### src/rtl/pinball_round_ctrl.sv
// Round controller for VGA pinball: detects the ball falling past the floor,
// emits a fixed-width lose pulse, then holds the ball at spawn for a number of frames.
module pinball_round_ctrl #(
    parameter int FLOOR_Y        = 470,
    parameter int LOSE_HOLD      = 4,
    parameter int RESPAWN_FRAMES = 60
) (
    input  logic       clk,
    input  logic       rst_n,
    input  logic       frame_tick,
    input  logic [9:0] ball_y,
    input  logic       launch,
    output logic       lose,
    output logic       ball_rst,
    output logic       in_play,
    output logic [1:0] state
);

    typedef enum logic [1:0] {
        IDLE    = 2'd0,
        PLAY    = 2'd1,
        MISS    = 2'd2,
        RESPAWN = 2'd3
    } state_t;

    localparam logic [9:0] FLOOR      = 10'(FLOOR_Y);
    localparam logic [7:0] HOLD_LOAD  = 8'(LOSE_HOLD - 1);
    localparam logic [7:0] FRAME_LOAD = 8'(RESPAWN_FRAMES);

    state_t     cur_state;
    state_t     nxt_state;
    logic       s1;
    logic       s2;
    logic       s3;
    logic       launch_rise;
    logic [7:0] hold_cnt;
    logic [7:0] hold_nxt;
    logic [7:0] frame_cnt;
    logic [7:0] frame_nxt;

    // s1/s2 resynchronise the button; s3 delays s2 so a held button gives one rise.
    assign launch_rise = s2 & ~s3;
    assign state       = cur_state;

    always_comb begin
        nxt_state = cur_state;
        hold_nxt  = hold_cnt;
        frame_nxt = frame_cnt;
        case (cur_state)
            IDLE: begin
                if (launch_rise) begin
                    nxt_state = PLAY;
                end
            end
            PLAY: begin
                if (frame_tick && (ball_y >= FLOOR)) begin
                    nxt_state = MISS;
                    hold_nxt  = HOLD_LOAD;
                end
            end
            MISS: begin
                if (hold_cnt == 8'd0) begin
                    nxt_state = RESPAWN;
                    frame_nxt = FRAME_LOAD;
                end else begin
                    hold_nxt = hold_cnt - 8'd1;
                end
            end
            RESPAWN: begin
                // Exit is tested before decrementing so the counter can never wrap.
                if (frame_tick) begin
                    if (frame_cnt <= 8'd1) begin
                        nxt_state = IDLE;
                    end else begin
                        frame_nxt = frame_cnt - 8'd1;
                    end
                end
            end
            default: begin
                nxt_state = IDLE;
            end
        endcase
    end

    always_ff @(posedge clk) begin
        if (!rst_n) begin
            cur_state <= IDLE;
            s1        <= 1'b0;
            s2        <= 1'b0;
            s3        <= 1'b0;
            hold_cnt  <= 8'd0;
            frame_cnt <= 8'd0;
            lose      <= 1'b0;
            ball_rst  <= 1'b1;
            in_play   <= 1'b0;
        end else begin
            s1        <= launch;
            s2        <= s1;
            s3        <= s2;
            cur_state <= nxt_state;
            hold_cnt  <= hold_nxt;
            frame_cnt <= frame_nxt;
            // Outputs are decoded from the next state so they change with the state.
            lose      <= (nxt_state == MISS);
            ball_rst  <= (nxt_state != PLAY);
            in_play   <= (nxt_state == PLAY);
        end
    end

endmodule

### config.mk
export PLATFORM = sky130hd
export DESIGN_NAME = pinball_round_ctrl
export DESIGN_NICKNAME = d
export VERILOG_FILES = /design/src/rtl/pinball_round_ctrl.sv
export SDC_FILE = /design/constraint.sdc
export NUM_CORES = 1
export LEC_CHECK = 0
export ABC_CLOCK_PERIOD_IN_PS = 2100
export CAP_MARGIN = 10
export CELL_PAD_IN_SITES_DETAIL_PLACEMENT = 1
export CELL_PAD_IN_SITES_GLOBAL_PLACEMENT = 1
export CORE_ASPECT_RATIO = 0.8
export CORE_MARGIN = 2
export CORE_UTILIZATION = 39
export CTS_CLUSTER_SIZE = 10
export DETAILED_ROUTE_END_ITERATION = 8
export PLACE_DENSITY_LB_ADDON = 0.12
export SETUP_SLACK_MARGIN = 0.4
export SLEW_MARGIN = 20
export SYNTH_ARGS = -nofsm -noshare
export SYNTH_HDL_FRONTEND = slang
export SYNTH_SLANG_ARGS = --single-unit
### constraint.sdc
create_clock -name clk -period 2.1 [get_ports clk]
set_clock_uncertainty 0.15 [all_clocks]
set_input_delay 0.315 -clock clk [delete_from_list [all_inputs] [get_ports clk]]
set_output_delay 0.315 -clock clk [all_outputs]
set_load 0.05 [all_outputs]
==> results.json, run 1 <==
{
  "drt_pre_antenna_iters": 4,
  "nets": 188,
  "drcViolationCount": 0,
  "cp_max_fo": 6,
  "portBuffers": 17,
  "hp-class": "reg2reg",
  "critical_path_arrival_ps": 1970,
  "fp.dieH_um": 52.94,
  "yosysSeqAreaShare_pct": 41.16,
  "ys_async_sr_fraction_pct": 0,
  "rsz0062_at_grt": "yes",
  "multi_input_area_sq_um": 829.5,
  "grt_util_all_layers_pct": 22.18,
  "nFillCells": 319,
  "dp_hpwl_um": 2385,
  "final_hold_viol_count": 0,
  "initialDrtViolationCount": 52,
  "powerDensity_mw_per_mm2": 522.0,
  "clkTransAtPathRegs_ps": 80,
  "cts_tree": "built",
  "run_status": "complete, no violations",
  "grtUsageMet3_pct": 4.043,
  "cts_buffers": 3,
  "synthFlopType": "dfxtp_1",
  "power.total_w": 0.0009543,
  "peakVddDrop_uv": 519.2,
  "synthDominantCellAreaShare_pct": 41.16,
  "clk_latency_ps": 270,
  "synth.distinct_cells": 41,
  "fin_util_pct": 65.11,
  "coreArea_sq_mm": 0.002808,
  "grt-ovfl-total": 0,
  "post-route-period-util_pct": 91.88,
  "critPathCaptureType": "flop",
  "synth_top_area_cell": "dfxtp_1",
  "finalSetupTns_ps": 0,
  "cts_root_buffer": "clkbuf_8",
  "grt_start_max_net_pins": 14,
  "slew_headroom_pct": 66.11,
  "ys_seq_elements": 24,
  "min_period_ps": 1929,
  "syn_area_per_cell_sq_um": 9.192,
  "grt_pass1_vias": 1148,
  "grt_busiest_layer": "met2",
  "die-area_sq_mm": 0.003450,
  "fmax_mhz": 518.3,
  "slew_violations": 0,
  "cp-start-kind": "flop",
  "setup_viol_count_final": 0,
  "synth_area_sq_mm": 0.001167,
  "avgViaCountPerCell": 6.019,
  "drive_above_1_share_pct": 42.94,
  "syn-num-nets": 144,
  "synth.area.top_cells": "dfxtp_1 (41%), or3_1 (5.4%), a21oi_1 (5.1%), ha_1 (3.2%), inv_1 (3.2%)",
  "grt_pass1_wl_um": 5637,
  "finalWirelength_um": 4353,
  "tightestPinTransition_ps": 510.4,
  "seq_area_sq_um": 499.2,
  "drv_cap": 0,
  "numClockSinks": 24,
  "ant_nets": 0,
  "ctsHoldBuffers": 0,
  "vias": 1252,
  "antenna_cells": 0,
  "fp.dieW_um": 65.17,
  "postSynthCellCount": 127,
  "num_rows": 17,
  "crit_type": "reg2reg",
  "area_growth_pct": 56.59,
  "grtUsageMet1_pct": 25.72,
  "clockBufferDepth": 2,
  "synth_edf_count": 0,
  "ys_warn_count": 0,
  "p_leak_nw": 0.6934,
  "crit_required_ps": 2140,
  "start_util_pct": 41.58,
  "boundaryPins": 19,
  "h-tree-depth": 1,
  "antenna_found_initial": 0,
  "place.gp.congestion": 0.7486,
  "wire_per_inst_um": 20.93,
  "met2_usage_pct": 41.33
}
## critical path, cell delays in order, from the launching register on
cell     delay, ps
dfxtp_2        380
inv_1          100
ha_4           190
nor2_4         150
nor4_4          70
buf_4          170
buf_4          150
or3_1          350
a21oi_1        150
## where the power goes
part	switching (W)	internal, W	leakage, nW
Combinational	0.000100	0.0000914	0.471
Sequential	0.0000129	0.000465	0.200
Clock	0.000149	0.000136	0.0228
## worst paths after layout
path	start	end	slack, ps	cells past startpoint
setup reg to reg	frame_cnt[0]	frame_cnt[0]	170	8
hold / removal	s1	s2	290	1
hold reg to reg	s1	s2	290	1
setup / recovery	frame_cnt[0]	frame_cnt[0]	170	8
## layout make-up
type	instances	share of cell area [%]
Tap cell	38	2.601
Sequential cell	24	27.31
Inverter	10	2.053
Clock buffer	4	2.464
Multi-Input combinational cell	89	45.38
Timing Repair Buffer	43	20.19
## flip-flops by register name (all words and copies together), names as in the netlist
| signal | count |
|---|---|
| s2 | 1 |
| lose | 1 |
| in_play | 1 |
| s3 | 1 |
| state | 2 |
| s1 | 1 |
| frame_cnt | 8 |
| hold_cnt | 8 |
| ball_rst | 1 |
## placed cells by master, fill, tap and decap left out, drive strengths merged, types with 5 or more instances in the layout
master | synthesis | layout
a21oi | 12 | 12
buf | 3 | 26
clkbuf | 1 | 5
clkdlybuf4s50 | 0 | 10
dfxtp | 24 | 24
inv | 10 | 10
nand2 | 5 | 5
nor3 | 5 | 5
o21ai | 8 | 8
or3 | 11 | 11
or4 | 8 | 8
## synth_stat cells (all sizes together) (2+ instances only)
library cell  number
o21a               2
o211a              3
or3               11
buf                3
and2               4
a31oi              2
inv               10
a21o               2
nand4              3
o31ai              2
nor4               3
o211ai             2
nand2              5
o21ai              8
ha                 3
nor3               5
a21oi             12
a211oi             2
or4                8
dfxtp             24
## routing by layer
metal,wire (um),up-vias
met5,0,-
met4,174,0
li1,-,566
met2,2149,57
met1,1796,611
met3,234,18
## logic make-up (layout without fill, tap and decap cells)
| family | count (synthesis) | in the layout | synth area share (%) |
|---|---|---|---|
| AND/OR/NAND/NOR | 46 | 46 | 26.69 |
| AO/OA/AOI/OAI | 39 | 39 | 22.29 |
| flip-flops | 24 | 24 | 41.16 |
| buffers and inverters | 14 | 57 | 5.787 |
| adder cells (fa/ha/maj) | 3 | 3 | 3.216 |
| multiplexers | 1 | 1 | 0.8575 |
## metrics by stage
stage	hold slack (ps)	cell area, sq um	cells	setup WS (ps)
finish	291.7	1828	208	170.6
global route	304.3	1828	208	102.2
CTS	300.3	1627	200	220.8
detailed placement	277.3	1443	187	-68.11
global placement	267.7	1443	187	-10.86
floorplan	261.9	1187	127	260.4
## repair_timing
item | CTS | global route
setup endpoints to repair | 25 | 21
buffers inserted | 9 | 8
gates resized for setup | 27 | 30
pin swaps | 8 | 15
endpoints found under the hold margin | 0 | 0
Note: power is estimated with default switching activity, not from simulation.
==> run 2, diff against run 1 <==
MAX_ROUTING_LAYER = met4   (was unset)
SLEW_MARGIN = 0   (was 20)
==> results.json, run 2 (synthesis gave the netlist of run 1 again) <==
{
  "run_status": "complete, no violations",
  "post-route-period-util_pct": 91.63,
  "place.gp.congestion": 0.7581,
  "grt_util_all_layers_pct": 22.77,
  "drt_pre_antenna_iters": 4,
  "grt_pass1_vias": 1151,
  "finalWirelength_um": 4304,
  "ant_nets": 0,
  "layout_common_cells": "buf_4 (23), dfxtp_1 (15), clkdlybuf4s50_1 (10)",
  "crit_required_ps": 2140,
  "start_util_pct": 41.58,
  "r2r_start": "frame_cnt[0]",
  "grt-ovfl-total": 0,
  "fp.dieW_um": 65.17,
  "fp.dieH_um": 52.94,
  "setup_viol_count_final": 0,
  "avgViaCountPerCell": 5.947,
  "cp-start-kind": "flop",
  "path_common_cell": "buf_4",
  "critPathCaptureType": "flop",
  "powerDensity_mw_per_mm2": 519.8,
  "peakVddDrop_uv": 513.7,
  "hp-start": "s1",
  "hp-class": "reg2reg",
  "vias": 1237,
  "cts_buffers": 3,
  "p_leak_nw": 0.6934,
  "final_design_area_no_fill_sq_mm": 0.001828,
  "cts_tree": "built",
  "num_rows": 17,
  "numClockSinks": 24,
  "min_period_ps": 1924,
  "wire_per_inst_um": 20.69,
  "antenna_found_initial": 0,
  "nFillCells": 319,
  "fmax_mhz": 519.7,
  "clk_latency_ps": 270,
  "max_stage_delay_ps": 380,
  "dp_hpwl_um": 2385,
  "place_area_sq_mm": 0.001443,
  "crit_type": "reg2reg",
  "initialDrtViolationCount": 52,
  "area_growth_pct": 56.59,
  "portBuffers": 17,
  "antenna_cells": 0,
  "grt_start_max_net_pins": 14,
  "slowest_stage": "dfxtp_2",
  "drv_cap": 0,
  "final_common_cell": "buf_4",
  "slew_violations": 0,
  "final_hold_viol_count": 0,
  "tightestPinTransition_ps": 509.8,
  "cts_root_buffer": "clkbuf_8",
  "crit_chain": "inv_1, ha_4, nor2_4, nor4_4, buf_4, buf_4, or3_1, a21oi_1",
  "clockBufferDepth": 2,
  "fin_cells": 208,
  "slew_headroom_pct": 66.15,
  "die-area_sq_mm": 0.003450,
  "cp.buffers_inverters": 3,
  "wl_met2_um": 2181,
  "nets": 188,
  "place_inst": 187,
  "hold_slack_ps": 291.4,
  "rsz0062_at_grt": "yes",
  "coreArea_sq_mm": 0.002808,
  "top_layer": "met4",
  "h-tree-depth": 1,
  "boundaryPins": 19,
  "routed-wl-met3_um": 178,
  "clkTransAtPathRegs_ps": 80,
  "grt_pass1_wl_um": 5644,
  "drcViolationCount": 0,
  "drive_above_1_share_pct": 42.94,
  "wl_met1_um": 1813,
  "cp_max_fo": 6,
  "worstSetupStartpoint": "frame_cnt[0]",
  "critical_path_arrival_ps": 1960,
  "cp_top_family": "simple AND/OR/NAND/NOR gates"
}
run 2: cell counts in the layout (fill, tap and decap cells not counted):
Identical to the previous run, type by type.
run 2: per-layer routing:
metal | vias up | track usage [%]
met2 | 36 | 41.33
met4 | 0 | 7.639
met1 | 623 | 25.85
li1 | 564 | -
met5 | - | -
met3 | 14 | 3.830
run 2: final cells by class:
| class | instances | area [sq um] | area share, % |
|---|---|---|---|
| repair buffers | 43 | 369.1 | 20.19 |
| multi-input cells | 89 | 829.5 | 45.38 |
| well taps | 38 | 47.55 | 2.601 |
| flip-flops and latches | 24 | 499.2 | 27.31 |
| inverters | 10 | 37.54 | 2.053 |
| clock buffers | 4 | 45.04 | 2.464 |
run 2: stage by stage:
stage               TNS [ps]   power, W  utilization (%)  setup slack, ps
floorplan                  0  0.0005615                -            260.4
global placement      -20.05  0.0006157            51.38           -10.86
detailed placement    -205.0  0.0006212            51.38           -68.11
CTS                        0  0.0009192            57.93            220.8
global route               0  0.0009833            65.11            102.6
finish                     0  0.0009502            65.11            175.8
run 2: path summary, 6_finish.rpt:
path                                endpoint  cells after the start  slack (ps)
worst max-delay path            frame_cnt[0]                      8         180
worst max register to register  frame_cnt[0]                      8         180
worst min register to register            s2                      1         290
worst min-delay path                      s2                      1         290
run 2: timing repair:
item / CTS / global route
setup endpoints to repair: 25 / 21
gates resized for setup: 27 / 30
pin swaps: 8 / 15
buffers inserted: 9 / 8
hold buffers: 0 / 0
run 2: power by group:
group,leakage [nW],internal [W],switching (W)
clock,0.0228,0.000136,0.000145
combinational,0.471,0.0000916,0.000100
sequential,0.200,0.000465,0.0000128
==> run 3, diff against run 2 <==
SETUP_SLACK_MARGIN = 0.1   (was 0.4)
==> results.json, run 3 (synthesis gave the netlist of run 1 again) <==
{
  "critical_path_arrival_ps": 1990,
  "fmax_mhz": 517.1,
  "clkPwrFrac_pct": 31.3,
  "cts_root_buffer": "clkbuf_8",
  "final_hold_viol_count": 0,
  "portBuffers": 17,
  "ant_nets": 0,
  "cts_buffers": 3,
  "p_sw_w": 0.0002265,
  "powerDensity_mw_per_mm2": 602.9,
  "p_int_w": 0.0006531,
  "nets": 168,
  "avgViaCountPerCell": 5.824,
  "die-area_sq_mm": 0.003450,
  "worstRegToRegCells": 6,
  "antenna_found_initial": 0,
  "fp.dieW_um": 65.17,
  "post-route-period-util_pct": 92.09,
  "run_status": "complete, no violations",
  "cp_max_fo": 3,
  "num_rows": 17,
  "p_leak_nw": 0.5555,
  "place.gp.congestion": 0.7541,
  "grt_pass1_wl_um": 4995,
  "drcViolationCount": 0,
  "worstSetupStartpoint": "frame_cnt[1]",
  "crit_required_ps": 2160,
  "clockBufferDepth": 2,
  "rrSetupSlack_ps": 170,
  "min_period_ps": 1934,
  "wire_per_inst_um": 16.48,
  "crit_type": "reg2reg",
  "seqPwrFrac_pct": 54.5,
  "swShare_pct": 25.75,
  "vias": 1089,
  "grt_pass1_vias": 1086,
  "crit_end": "frame_cnt[6]",
  "h-tree-depth": 1,
  "grt_start_max_net_pins": 14,
  "timing.rr.end": "frame_cnt[6]",
  "clk_latency_ps": 270,
  "numClockSinks": 24,
  "r2r_start": "frame_cnt[1]",
  "hp-class": "reg2reg",
  "slew_headroom_pct": 66.39,
  "dp_hpwl_um": 2227,
  "peakVddDrop_uv": 399.8,
  "antenna_cells": 0,
  "rsz0062_at_grt": "yes",
  "hold_slack_ps": 293.6,
  "slew_violations": 0,
  "drive_above_1_share_pct": 15.44,
  "start_util_pct": 41.58,
  "critPathCaptureType": "flop",
  "cp-start-kind": "flop",
  "grt_util_all_layers_pct": 19.87,
  "finalWirelength_um": 3082,
  "initialDrtViolationCount": 48,
  "boundaryPins": 19,
  "ctsHoldBuffers": 0,
  "final_common_cell": "dfxtp_1",
  "finalSetupTns_ps": 0,
  "layout_common_cells": "dfxtp_1 (21), clkdlybuf4s50_1 (15), a21oi_1 (12)",
  "drt_pre_antenna_iters": 4,
  "tightestPinTransition_ps": 503.3,
  "drv_cap": 0,
  "combinationalPowerShare_pct": 14.2,
  "fp.dieH_um": 52.94,
  "setup_viol_count_final": 0,
  "grt-ovfl-total": 0,
  "clkTransAtPathRegs_ps": 80,
  "coreArea_sq_mm": 0.002808,
  "area_growth_pct": 24.97,
  "cts_tree": "built"
}
## run 3: changes by cell type in the layout (fill, tap and decap cells not counted), moves of 3 or more
cell | previous run | this run
buf_6 | 3 | 0
dfxtp_1 | 15 | 21
dlygate4sd2_1 | 4 | 0
buf_4 | 23 | 7
ha_4 | 3 | 0
ha_1 | 0 | 3
a21oi_1 | 9 | 12
clkdlybuf4s50_1 | 10 | 15
dfxtp_2 | 6 | 3
a21oi_2 | 3 | 0
dfxtp_4 | 3 | 0
## run 3: repair_timing
action / CTS / global route
endpoints found under the setup margin: 1 / 3
resized for setup: 1 / 4
pin swaps: 0 / 0
gates cloned: 0 / 0
buffers inserted: 0 / 0
## run 3: how the worst min path moves through the flow
stage / from / endpoint / slack (ps) / cells past startpoint
2_1_floorplan: s1 / s2 / 260 / 1
3_3_place_gp: s1 / s2 / 270 / 1
3_5_place_dp: s1 / s2 / 270 / 1
4_1_cts: s1 / s2 / 300 / 1
5_1_grt: s1 / s2 / 320 / 1
6_report: s1 / s2 / 290 / 1
## run 3: per-layer routing
layer	vias to the layer above	part of all wire (%)	track usage (%)
li1	527	-	-
met1	527	44	22.28
met2	28	50	35.71
met3	7	3.7	4.468
met4	0	1.8	6.250
met5	-	0	-
## run 3: critical path, cell delays in order (launching register included)
cell and delay [ps]:
dfxtp_1 340, inv_1 100, ha_1 240, nand4_2 140, or4_1 450, or3_1 320
a21oi_1 140
## run 3: layout make-up
| type | count | area [sq um] |
|---|---|---|
| clock buffer | 3 | 41.29 |
| fill | 336 | 1349 |
| inverter | 10 | 37.54 |
| multi-input combinational | 89 | 633.1 |
| sequential | 24 | 484.2 |
| tap | 38 | 47.55 |
| timing repair buffer | 23 | 215.2 |
## run 3: power by group through the flow
stage          logic (W)  registers [W]  clock network, W
5_1_grt         0.000134       0.000482          0.000292
4_1_cts         0.000124       0.000480          0.000281
2_1_floorplan  0.0000570       0.000504                 0
6_report        0.000125       0.000479          0.000276
3_5_place_dp    0.000123       0.000490                 0
3_3_place_gp    0.000120       0.000490                 0
## run 3: stage by stage
step	total power (W)	cell area (sq um)	instances	worst slack [ps]	util, %
after global placement	0.0006098	1400	184	-42.42	49.87
after floorplan	0.0005606	1170	127	191.1	-
after detailed placement	0.0006134	1400	184	-64.13	49.87
after CTS	0.0008852	1444	187	101.4	51.43
final	0.0008795	1459	187	166.1	51.96
after global routing	0.0009083	1459	187	77.78	51.96
